[src/rtl/serial_rx6.sv]
// 8N1 UART receiver that assembles six consecutive bytes (byte 0 first, LSB first)
// into one 48-bit word, with stop-bit framing and inter-byte gap checking.
module serial_rx6 #(
  parameter int CLK_PER_BIT = 50,
  parameter int GAP_BITS    = 4,
  parameter int CTR_SIZE    = $clog2(CLK_PER_BIT)
) (
  input  logic        clk,
  input  logic        rst,
  input  logic        rx,
  output logic [47:0] data,
  output logic        new_data,
  output logic        frame_err,
  output logic        timeout_err,
  output logic        busy
);

  localparam int GAP_LIMIT = GAP_BITS * CLK_PER_BIT;
  localparam int GAP_SIZE  = $clog2(GAP_LIMIT + 1);
  localparam logic [CTR_SIZE-1:0] CTR_HALF = CTR_SIZE'(CLK_PER_BIT / 2 - 1);
  localparam logic [CTR_SIZE-1:0] CTR_FULL = CTR_SIZE'(CLK_PER_BIT - 1);
  localparam logic [GAP_SIZE-1:0] GAP_LAST = GAP_SIZE'(GAP_LIMIT - 1);

  typedef enum logic [2:0] {
    IDLE  = 3'd0,
    START = 3'd1,
    DATA  = 3'd2,
    STOP  = 3'd3,
    GAP   = 3'd4,
    FLUSH = 3'd5
  } state_t;

  state_t              state;
  logic                rx_m;
  logic                rx_s;
  logic [CTR_SIZE-1:0] ctr;
  logic [GAP_SIZE-1:0] gap_ctr;
  logic [2:0]          bit_cnt;
  logic [2:0]          byte_cnt;
  logic [7:0]          shift;
  logic [39:0]         asm_reg;

  always_ff @(posedge clk or posedge rst) begin
    if (rst) begin
      rx_m        <= 1'b1;
      rx_s        <= 1'b1;
      state       <= IDLE;
      ctr         <= '0;
      gap_ctr     <= '0;
      bit_cnt     <= '0;
      byte_cnt    <= '0;
      shift       <= '0;
      asm_reg     <= '0;
      data        <= '0;
      new_data    <= 1'b0;
      frame_err   <= 1'b0;
      timeout_err <= 1'b0;
      busy        <= 1'b0;
    end else begin
      rx_m        <= rx;
      rx_s        <= rx_m;
      new_data    <= 1'b0;
      frame_err   <= 1'b0;
      timeout_err <= 1'b0;
      busy        <= (state != IDLE);

      case (state)
        IDLE: begin
          byte_cnt <= '0;
          if (!rx_s) begin
            ctr   <= '0;
            state <= START;
          end
        end

        START: begin
          if (ctr == CTR_HALF) begin
            ctr <= '0;
            if (rx_s) begin
              // Glitch: mid-frame, resume the gap with whatever budget is left.
              state <= (byte_cnt == 3'd0) ? IDLE : GAP;
            end else begin
              bit_cnt <= '0;
              state   <= DATA;
            end
          end else begin
            ctr <= ctr + 1'b1;
          end
        end

        DATA: begin
          if (ctr == CTR_FULL) begin
            ctr   <= '0;
            shift <= {rx_s, shift[7:1]};
            if (bit_cnt == 3'd7) state <= STOP;
            else bit_cnt <= bit_cnt + 1'b1;
          end else begin
            ctr <= ctr + 1'b1;
          end
        end

        STOP: begin
          if (ctr == CTR_FULL) begin
            ctr <= '0;
            if (!rx_s) begin
              frame_err <= 1'b1;
              byte_cnt  <= '0;
              state     <= FLUSH;
            end else if (byte_cnt != 3'd5) begin
              asm_reg[{byte_cnt, 3'b000} +: 8] <= shift;
              byte_cnt <= byte_cnt + 1'b1;
              gap_ctr  <= '0;
              state    <= GAP;
            end else begin
              data     <= {shift, asm_reg};
              new_data <= 1'b1;
              byte_cnt <= '0;
              state    <= IDLE;
            end
          end else begin
            ctr <= ctr + 1'b1;
          end
        end

        GAP: begin
          if (!rx_s) begin
            ctr   <= '0;
            state <= START;
          end else if (gap_ctr == GAP_LAST) begin
            timeout_err <= 1'b1;
            byte_cnt    <= '0;
            ctr         <= '0;
            state       <= IDLE;
          end else begin
            gap_ctr <= gap_ctr + 1'b1;
          end
        end

        FLUSH: begin
          // Need one full bit-time of continuous idle before hunting for a start.
          if (!rx_s) begin
            ctr <= '0;
          end else if (ctr == CTR_FULL) begin
            ctr   <= '0;
            state <= IDLE;
          end else begin
            ctr <= ctr + 1'b1;
          end
        end

        default: begin
          ctr   <= '0;
          state <= IDLE;
        end
      endcase
    end
  end

endmodule

[config.mk]
export PLATFORM = sky130hd
export DESIGN_NAME = serial_rx6
export DESIGN_NICKNAME = d
export VERILOG_FILES = /design/src/rtl/serial_rx6.sv
export SDC_FILE = /design/constraint.sdc
export NUM_CORES = 1
export LEC_CHECK = 0
export ABC_AREA = 1
export ABC_CLOCK_PERIOD_IN_PS = 12900
export CORE_MARGIN = 2
export CORE_UTILIZATION = 45
export CTS_CLUSTER_DIAMETER = 40
export CTS_CLUSTER_SIZE = 20
export DETAILED_ROUTE_END_ITERATION = 16
export GPL_ROUTABILITY_DRIVEN = 0
export PLACE_DENSITY = 0.69
export SETUP_SLACK_MARGIN = 0.4
export SYNTH_ARGS = -nofsm -noshare
export SYNTH_HDL_FRONTEND = slang
export SYNTH_SLANG_ARGS = --single-unit
[constraint.sdc]
create_clock -name clk -period 12.9 [get_ports clk]
set_input_delay 2.58 -clock clk [delete_from_list [all_inputs] [get_ports clk]]
set_output_delay 2.58 -clock clk [all_outputs]
set_load 0.05 [all_outputs]
Yosys cells after proc, flatten, opt, wreduce, memory -nomap -nowiden
Cells that the tools add are included.

word-level totals
  flip-flop bits (word level) = 125
  output and inout port bits = 52

operators by class
  add/sub/neg operators = 5
  equality and inequality tests = 25
  shift operators = 2
  muxes and demuxes = 48
  bitwise operators = 1
  reductions and logical operators = 15

operator list
  cell                      number
  $mux W3                   21
  $bwmux W40                1
  $mux W8                   5
  $shift A8 B8 Y40 const A  1
  $shiftx A8 B8 Y40         1
  $mux W6                   6
  $pmux W6 S5               1
  $ne A2 B2 Y1 const B      14
  $pmux W3 S6               1
  $pmux W8 S2               1
  $reduce_and A4 Y1         3
  $mux W1                   10
  $eq A3 B3 Y1 const B      3
  $pmux W3 S3               1
  $add A8 B1 Y8 const B     1
  $eq A8 B8 Y1 const B      1
  $neg A6 Y8                1
  $reduce_and A8 Y1         1
  $add A3 B1 Y3 const B     2
  $add A6 B1 Y6 const B     1
  $eq A3 B2 Y1 const B      2
  $eq A6 B5 Y1 const B      1
  $eq A6 B6 Y1 const B      1
  $logic_not A3 Y1          2
  other kinds (10)          14

Longest topological paths before layout
Gate-level depths: netlist (run 1).

  depth after elaboration = 5
  gate-level depth with buffers = 11
  depth with buffers taken out = 11

Worst setup path before layout (run 1)
OpenSTA, ideal clock, no wires.

  path type = register -> output
  start point = register data[0]
  end point = output port data[0]
  arrival time = 600 ps
  slack = 9720 ps
  cell stages (with the launch flop) = 1
  path buffers = 0
  cell sequence = dfrtp_1

RTL lines
  element                 RTL line  text
  from (decl)             11        output logic [47:0] data,
  from (signal assigned)  115       data <= {shift, asm_reg};

No word-level cell between the ends.

Worst setup path after layout (run 1)
  start point = register data[46]
  end point = output port data[46]

No word-level cell between the ends.

==> impl_metrics.csv, run 1 <==
group,metric,value,unit
setup_path,crit_slowest_cell,"clkdlybuf4s50_1",
timing,rsz0062_at_grt,"no",
route,final_antenna_net_count,0,
route,wl_per_cell,13.37,µm
placement,dpl.hpwl,7.510,mm
setup_path,cp-start-kind,"flop",
global_routing,grt_overflow,0,
logic_synthesis,synth-seq-cells,125,
clocking,clock_latency,0.41,ns
logic_synthesis,yosys.area_share.simple,24.70,%
logic_synthesis,synth-main-ff-cell,"dfrtp_1",
layout,antenna_cells,0,
hold_path,hp-class,"reg -> reg",
hold_path,holdCritStartpoint,"rx_m$_DFF_PP1_",
job,drv_cap,0,
global_routing,grt_pass1_vias,4030,
power_and_ir_drop,vdd_drop_max,96.31,µV
die,die_h,114.4,µm
clocking,cts_resized,0,
setup_path,path_max_fanout,2,
route,dr.pass1.iters,5,
clocking,cts_hold_buffers,0,
die,die_x,114.4,µm
layout,fin_nets,682,
setup_path,worst-endpoint-arrival,1.60,ns
route,routed_wl,11.08,mm
logic_synthesis,synth_top_family_by_area,"simple AND/OR/NAND/NOR gates",
logic_synthesis,yosys-top-cells-area,"dfrtp_1 56%, nand2_1 15%, o21ai_0 7.5%",
clocking,clk_pin_slew,0.06,ns
timing,setup_viol,0,
logic_synthesis,synth_xor_area_share,0.6393,%
clocking,clock-sinks,125,
logic_synthesis,synth_compound_area_share,9.224,%
route,drt_iter0_markers,221,
hold_path,hold-path-cell-count,0,
setup_path,setup.worst_path.class,"reg -> out",
logic_synthesis,netlist_area,0.005480,mm²
route,vias,4197,
clocking,cts_tree,"yes",
logic_synthesis,synth_most_common_cell,"nand2_1",
logic_synthesis,synth_edf_count,0,
setup_path,reg2reg_to,"data[36]$_DFFE_PP0P_",
clocking,post_cts_buffers,0,
timing,worstMarginPinSlew,0.9313,ns
setup_path,worstPathCellList,"clkdlybuf4s50_1",
logic_synthesis,ys_warn_count,0,
setup_path,slowest_delay,0.82,ns
global_routing,grt_max_degree,79,
placement,io_buffers,54,
clocking,ctsLongestPathBuffers,2,
hold_path,min_to,"rx_s$_DFF_PP1_",
die,dieArea,0.01308,mm²
outcome,run_status,"finished, final reports clean",
clocking,numCtsBuffers,17,
setup_path,r2r-start,"ctr[0]$_DFFE_PP0P_",
logic_synthesis,synth_cell_types,32,
layout,drive_gt1_share,8.651,%
global_routing,grt_use_total,18.59,%
power_and_ir_drop,leakage,3.298,nW
setup_path,rrSetupSlack,10.50,ns
clocking,ctsRootBufferMaster,"clkbuf_16",
die,coreArea,0.01196,mm²
setup_path,critical_path_required,10.32,ns
layout,largest_reg_flops,48,
clocking,htree_levels,4,
global_routing,grt_pass1_wl,18.95,mm
timing,setup_tns,0,ns
route,drc_errors,0,
logic_synthesis,syn_area_per_cell,8.955,µm²
die,io_pins,55,
logic_synthesis,synth_nets,625,
setup_path,path_buf_inv,1,
logic_synthesis,synthAdderAreaFrac,2.283,%
timing,timing.final.crit_share,32.44,%
die,initial_utilization,45.82,%
setup_path,reg2reg_depth,10,
timing,clock.fmax,239.0,MHz
logic_synthesis,synthCells,612,
setup_path,critical-path-top-delay-family,"buffers and inverters",
placement,placed_cell_area,0.006110,mm²
layout,finish.instance_area,0.006800,mm²
timing,drv_slew,0,
global_routing,antenna_found_initial,0,
logic_synthesis,synth_top_area_share,56.16,%
logic_synthesis,synthMuxAreaShare,0,%
timing,skew,0.006757,ns
logic_synthesis,async_flop_share,100.0,%
logic_synthesis,yosysTopAreaCell,"dfrtp_1",
layout,area.growth.synth_to_final,24.09,%
logic_synthesis,synth_seq_area_share,57.12,%
timing,hold_viol_final,0,
route,via_per_inst,5.063,
timing,period_needed,4.185,ns
logic_synthesis,synth.top_cells.by_count,"222 x nand2_1, 123 x dfrtp_1, 82 x o21ai_0",
timing,maxSlewHeadroom,37.91,%
die,rows,40,
power_and_ir_drop,powerDensity,159.6,mW/mm²
setup_path,end_kind,"output pin",
==> where the power goes <==
group	leakage (nW)	internal, W	switching (W)
Clock	0.337	0.000383	0.000166
Sequential	1.73	0.000405	0.0000163
Combinational	1.23	0.0000340	0.0000816
Total	3.30	0.000822	0.000263
==> layer usage <==
| layer | vias up | track usage [%] | part of all wire, % |
|---|---|---|---|
| met2 | 99 | 29.33 | 47 |
| met4 | 0 | 7.967 | 1.8 |
| met1 | 2014 | 24.35 | 47 |
| met5 | - | 0 | 0 |
| met3 | 18 | 4.976 | 4.6 |
| li1 | 2066 | - | - |
==> cell usage in the layout (no fill, tap or decap), types with 5 or more instances in the layout <==
master	n
bufinv_16	6
nand2_1	222
nor2_1	29
nand4_1	10
ha_1	10
nand3_1	18
dfrtp_1	123
clkbuf_16	17
clkdlybuf4s50_1	54
nor3_1	5
inv_1	55
o21ai_0	82
==> layout make-up <==
cell class | instances | area (µm²)
multi-input cells | 411 | 2019
clock buffers | 22 | 484.2
well taps | 147 | 183.9
inverters | 58 | 220.2
repair buffers | 56 | 555.5
flip-flops and latches | 125 | 3131
fillers | 1039 | 5161
clock inverters | 10 | 206.4
==> how the worst max path moves through the flow <==
stage / startpoint / endpoint / slack [ns] / cells past startpoint
5_1_grt: rst / gap_ctr[3]$_DFFE_PP0P_ / 8.64 / 3
6_report: data[46]$_DFFE_PP0P_ / data[46] / 8.72 / 1
3_5_place_dp: rst / data[32]$_DFFE_PP0P_ / 8.40 / 3
4_1_cts: data[45]$_DFFE_PP0P_ / data[45] / 8.69 / 1
2_1_floorplan: rst / asm_reg[0]$_DFFE_PP0P_ / 7.00 / 1
3_3_place_gp: rst / data[33]$_DFFE_PP0P_ / 8.45 / 3
==> per-stage QoR <==
stage / cells / util (%) / total power (W) / hold slack, ns / setup slack (ns)
6_report: 829 / 56.85 / 0.001085 / 0.3582 / 8.716
5_1_grt: 829 / 56.85 / 0.001134 / 0.3622 / 8.645
4_1_cts: 829 / 56.85 / 0.001096 / 0.3589 / 8.689
3_5_place_dp: 797 / 51.08 / 0.0005433 / 0.3471 / 8.399
3_3_place_gp: 797 / 51.08 / 0.0005386 / 0.3465 / 8.448
2_1_floorplan: 612 / - / 0.0005135 / 0.3452 / 6.996
==> cells by family after synthesis <==
group	count (synthesis)
buf+inv	76
flops	125
compound gates	95
xor+xnor	4
simple gates	302
fa+ha+maj	10
Power figures use the tool's default switching activity.
==> run 2: changes to the inputs <==
--- a/config.mk
+++ b/config.mk
@@ -6,7 +6,7 @@
 export NUM_CORES = 1
 export LEC_CHECK = 0
 export ABC_AREA = 1
-export ABC_CLOCK_PERIOD_IN_PS = 12900
+export ABC_CLOCK_PERIOD_IN_PS = 4100
 export CORE_MARGIN = 2
 export CORE_UTILIZATION = 45
 export CTS_CLUSTER_DIAMETER = 40
==> constraint.sdc (replaced) <==
create_clock -name clk -period 4.1 [get_ports clk]
set_input_delay 0.82 -clock clk [delete_from_list [all_inputs] [get_ports clk]]
set_output_delay 0.82 -clock clk [all_outputs]
set_load 0.05 [all_outputs]
==> run 2 against run 1 <==
Total power rose to 2.9 times the previous value. Design area fell by 1.6%. Combinational power rose to 3.1 times the previous value. Utilization fell by 0.92 points. Sequential power rose to 3.1 times the previous value. Highest routed layer unchanged.
==> impl_metrics.csv, run 2 (synthesis gave the netlist of run 1 again) <==
group,metric,value,unit
outcome,run_status,"finished, final reports clean",
route,vias,4116,
timing,timing.hold.ws,0.3574,ns
clocking,cts_resized,0,
die,die_h,114.4,µm
power_and_ir_drop,power_frac_comb,11.6,%
power_and_ir_drop,p_clk_share,45.9,%
timing,maxSlewHeadroom,59.08,%
die,dieArea,0.01308,mm²
route,via_per_inst,4.977,
die,io_pins,55,
layout,largest_reg_flops,48,
clocking,clk_pin_slew,0.05,ns
setup_path,path_max_fanout,2,
layout,drive_gt1_share,8.088,%
power_and_ir_drop,internal_power,0.002314,W
timing,clock.fmax,411.3,MHz
setup_path,end_kind,"output pin",
power_and_ir_drop,pwr-share-seq,42.5,%
setup_path,critical_path_required,3.28,ns
layout,finish.instance_area,0.006690,mm²
timing,hold_viol_final,0,
timing,timing.final.crit_share,59.30,%
route,routed_wl,10.74,mm
layout,final_cell_mix,"222 x nand2_1, 123 x dfrtp_1, 82 x o21ai_0, 55 x inv_1, 54 x clkdlybuf4s50_1",
clocking,cts_tree,"yes",
hold_path,hp-class,"reg -> reg",
die,initial_utilization,45.82,%
setup_path,path_buf_inv,1,
power_and_ir_drop,powerDensity,465.3,mW/mm²
timing,setup_tns,0,ns
global_routing,grt_max_degree,109,
power_and_ir_drop,p_sw_share,25.67,%
timing,rsz0062_at_grt,"no",
clocking,ctsLongestPathBuffers,2,
setup_path,cp-start-kind,"flop",
global_routing,grt_pass1_wl,19.02,mm
global_routing,grt_pass1_vias,3946,
clocking,cts_hold_buffers,0,
clocking,post_cts_buffers,0,
global_routing,grt_overflow,0,
timing,worstMarginPinSlew,0.6091,ns
global_routing,antenna_found_initial,0,
setup_path,worstPathCellList,"clkdlybuf4s50_1",
layout,fin_nets,682,
placement,dpl.hpwl,7.321,mm
layout,final_common_cell,"nand2_1",
setup_path,critical-path-top-delay-family,"buffers and inverters",
timing,drv_slew,0,
die,rows,40,
clocking,ctsRootBufferMaster,"clkbuf_16",
placement,placed_cell_area,0.006123,mm²
route,wl_per_cell,12.98,µm
power_and_ir_drop,leakage,3.244,nW
clocking,htree_levels,4,
layout,regArea,0.003131,mm²
timing,period_needed,2.431,ns
power_and_ir_drop,vdd_drop_max,250.6,µV
timing,setup_viol,0,
job,drv_cap,0,
die,die_x,114.4,µm
layout,fin_util,55.93,%
placement,io_buffers,54,
timing,skew,0.006436,ns
layout,nFillCells,1076,
route,drt_iter0_markers,331,
global_routing,grt_use_total,18.48,%
setup_path,crit_slowest_cell,"clkdlybuf4s50_1",
die,coreArea,0.01196,mm²
setup_path,slowest_delay,0.82,ns
route,dr.pass1.iters,5,
clocking,numCtsBuffers,17,
route,drc_errors,0,
layout,area.growth.synth_to_final,22.08,%
layout,multi_input_area,0.002019,mm²
clocking,clock-sinks,125,
route,final_antenna_net_count,0,
clocking,clock_latency,0.41,ns
layout,antenna_cells,0,
power_and_ir_drop,power.switching,0.0007991,W
setup_path,worst-endpoint-arrival,1.61,ns
setup_path,setup.worst_path.class,"reg -> out",
-- run 2: cell types whose count changed in the layout (fill, tap and decap cells not counted), sizes merged --
cell    previous run  this run
inv               59        57
clkbuf            22        23
clkinv             2         5
bufinv             6         2
-- run 2: final timing paths --
kind                                      start                     end  slack (ns)  cells past startpoint
hold reg to reg                  rx_m$_DFF_PP1_          rx_s$_DFF_PP1_        0.36                      0
max in group asynchronous                   rst    data[32]$_DFFE_PP0P_        2.48                      3
setup / recovery           data[45]$_DFFE_PP0P_                data[45]        1.67                      1
hold / removal                   rx_m$_DFF_PP1_          rx_s$_DFF_PP1_        0.36                      0
setup reg to reg             ctr[1]$_DFFE_PP0P_    data[44]$_DFFE_PP0P_        1.82                     10
min in group asynchronous                   rst  gap_ctr[5]$_DFFE_PP0P_        0.76                      2
-- run 2: layout make-up --
cell class / instances / share of cell area, %
flip-flops and latches: 125 / 46.79
multi-input cells: 411 / 30.19
repair buffers: 56 / 8.491
clock buffers: 23 / 7.144
inverters: 58 / 3.310
well taps: 147 / 2.749
clock inverters: 7 / 1.328
-- run 2: power by group through the flow --
stage	combinational [W]	sequential, W	clock (W)
global route	0.000420	0.00133	0.00152
global placement	0.000355	0.00134	0
detailed placement	0.000361	0.00134	0
floorplan	0.000270	0.00135	0
finish	0.000360	0.00132	0.00143
CTS	0.000364	0.00132	0.00146
-- run 2: layer usage --
layer | global-route usage, % | share of wire [%] | vias to the layer above | wire, µm
met1 | 25.48 | 47 | 1946 | 5100
met2 | 27.90 | 47 | 94 | 5018
li1 | - | - | 2062 | -
met3 | 5.082 | 4.1 | 14 | 442
met5 | 0 | 0 | - | 0
met4 | 7.317 | 1.6 | 0 | 176
-- run 2: stage by stage --
stage | cells | total power [W] | worst slack [ns]
3_3_place_gp | 797 | 0.001697 | 1.947
6_report | 827 | 0.003113 | 1.669
2_1_floorplan | 612 | 0.001616 | 1.742
4_1_cts | 827 | 0.003150 | 1.653
5_1_grt | 827 | 0.003270 | 1.531
3_5_place_dp | 797 | 0.001705 | 1.802
==> run 3: changes to the inputs <==
--- a/config.mk
+++ b/config.mk
@@ -6,7 +6,7 @@
 export NUM_CORES = 1
 export LEC_CHECK = 0
 export ABC_AREA = 1
-export ABC_CLOCK_PERIOD_IN_PS = 4100
+export ABC_CLOCK_PERIOD_IN_PS = 2300
 export CORE_MARGIN = 2
 export CORE_UTILIZATION = 45
 export CTS_CLUSTER_DIAMETER = 40
==> constraint.sdc (replaced) <==
create_clock -name clk -period 2.3 [get_ports clk]
set_input_delay 0.46 -clock clk [delete_from_list [all_inputs] [get_ports clk]]
set_output_delay 0.46 -clock clk [all_outputs]
set_load 0.05 [all_outputs]
==> run 3 against run 2 <==
Total power up 88%. Register-to-register slack worse by 1.3 ns. Largest cell class unchanged. Final cell count up 2.4%. Clock skew up 0.0034 ns. Clock-buffer cell count fell by 1. First-iteration DRC count rose by 5.1%. Hold slack worse by 0.013 ns. Sequential cell count unchanged.
==> impl_metrics.csv, run 3 (synthesis gave the netlist of run 1 again) <==
group,metric,value,unit
timing,worstMarginPinSlew,0.5019,ns
clocking,htree_levels,4,
setup_path,worst-endpoint-arrival,2.10,ns
layout,antenna_cells,0,
setup_path,slowest_delay,0.39,ns
clocking,ctsLongestPathBuffers,2,
route,dr.pass1.iters,5,
die,dieArea,0.01308,mm²
layout,largest_reg_flops,48,
clocking,clk_pin_slew,0.05,ns
timing,clock.fmax,552.7,MHz
layout,fin_nets,703,
die,rows,40,
outcome,run_status,"finished, final reports clean",
route,highest_layer,"met4",
setup_path,setup.worst_path.class,"reg -> reg",
clocking,cts_tree,"yes",
route,drt_iter0_markers,348,
placement,io_buffers,54,
placement,dpl.hpwl,7.528,mm
route,wl_per_cell,13.86,µm
clocking,cts_hold_buffers,0,
timing,rsz0062_at_grt,"yes",
layout,drive_gt1_share,11.86,%
route,met3_length,593,µm
timing,setup_viol,0,
route,wl_met2,5.602,mm
timing,timing.hold.ws,0.3442,ns
layout,final_common_cell,"nand2_1",
power_and_ir_drop,powerDensity,843.6,mW/mm²
timing,hold_viol_final,0,
timing,maxSlewHeadroom,66.67,%
setup_path,path_max_fanout,16,
global_routing,grt_use_total,19.31,%
die,initial_utilization,45.82,%
timing,setup_tns,0,ns
route,vias,4307,
route,drc_errors,0,
die,die_h,114.4,µm
setup_path,cpMostUsedCell,"ha_1",
clocking,clock-sinks,125,
route,via_per_inst,5.085,
setup_path,worstPathCellList,"inv_1 -> ha_1 -> ha_1 -> nor3_1 -> nand3_4 -> nand2_1 -> o21ai_0",
route,final_antenna_net_count,0,
hold_path,hp-class,"in -> async",
die,io_pins,55,
clocking,ctsRootBufferMaster,"clkbuf_16",
clocking,numCtsBuffers,17,
layout,nFillCells,996,
route,routed_wl,11.74,mm
die,coreArea,0.01196,mm²
global_routing,grt_pass1_wl,19.53,mm
power_and_ir_drop,vdd_drop_max,480.7,µV
global_routing,grt_max_degree,86,
global_routing,grt_pass1_vias,4011,
power_and_ir_drop,leakage,3.659,nW
setup_path,cp-start-kind,"flop",
global_routing,antenna_found_initial,0,
setup_path,rrSetupSlack,0.49,ns
clocking,clock_latency,0.42,ns
global_routing,grt_overflow,0,
timing,period_needed,1.809,ns
timing,timing.final.crit_share,78.67,%
layout,regArea,0.003132,mm²
die,die_x,114.4,µm
timing,skew,0.009820,ns
setup_path,end_kind,"flop",
timing,drv_slew,0,
setup_path,path_buf_inv,1,
job,drv_cap,0,
setup_path,critical_path_required,2.59,ns
setup_path,crit_slowest_cell,"dfrtp_2",
layout,multi_input_area,0.002092,mm²
layout,final_cell_mix,"222 x nand2_1, 122 x dfrtp_1, 77 x o21ai_0, 54 x inv_1, 52 x dlygate4sd2_1",
setup_path,critical-path-top-delay-family,"simple AND/OR/NAND/NOR gates",
route,wl_met1,5.336,mm
layout,area.growth.synth_to_final,26.71,%
run 3: worst reg2reg max path: cells and delay by family, from the launching register on:
family	cells	cell delay [ns]
flops	1	0.39
fa+ha+maj	2	0.51
buf+inv	1	0.05
compound gates	1	0.09
simple gates	3	0.65
run 3: final cells by class:
cell class / instances / share of cell area, %
inverters: 58 / 3.225
well taps: 147 / 2.649
clock inverters: 7 / 1.982
repair buffers: 74 / 10.09
flip-flops and latches: 125 / 45.10
clock buffers: 22 / 6.829
multi-input cells: 414 / 30.13
run 3: path summary, 6_finish.rpt:
path                                          from  cells past startpoint                 endpoint
max                        byte_cnt[0]$_DFFE_PP0P_                      7   asm_reg[5]$_DFFE_PP0P_
min                                            rst                      2  asm_reg[15]$_DFFE_PP0P_
max reg2reg                byte_cnt[0]$_DFFE_PP0P_                      7   asm_reg[5]$_DFFE_PP0P_
min reg2reg                         rx_m$_DFF_PP1_                      0           rx_s$_DFF_PP1_
max in group asynchronous                      rst                      3     data[36]$_DFFE_PP0P_
min in group clk                    rx_m$_DFF_PP1_                      0           rx_s$_DFF_PP1_
run 3: per-stage QoR:
step	setup WS (ns)	power, W	area, µm²	util (%)	instances
floorplan	0.3023	0.002881	5490	-	612
global placement	0.3214	0.003058	6180	51.66	802
detailed placement	0.2425	0.003079	6180	51.66	802
CTS	0.4032	0.005871	6820	57.02	837
global route	0.3787	0.006115	6944	58.05	847
finish	0.4907	0.005858	6944	58.05	847
run 3: power by group:
group	total (W)	switching, W	leakage [nW]	internal, W
combinational	0.000710	0.000485	1.63	0.000225
clock	0.00279	0.000913	0.298	0.00188
sequential	0.00236	0.0000863	1.73	0.00227
total	0.00586	0.00149	3.66	0.00437
run 3: per-layer routing:
metal / GRT usage (%) / up-vias
li1: - / 2111
met1: 24.89 / 2067
met2: 30.75 / 109
met3: 5.558 / 20
met4: 8.049 / 0
met5: 0 / -
run 3: timing repair:
| action | CTS | global route |
|---|---|---|
| setup endpoints to repair | 147 | 95 |
| gates resized for setup | 58 | 13 |
| setup buffers | 5 | 7 |
| pin swaps | 1 | 8 |
| gates cloned | 1 | 3 |
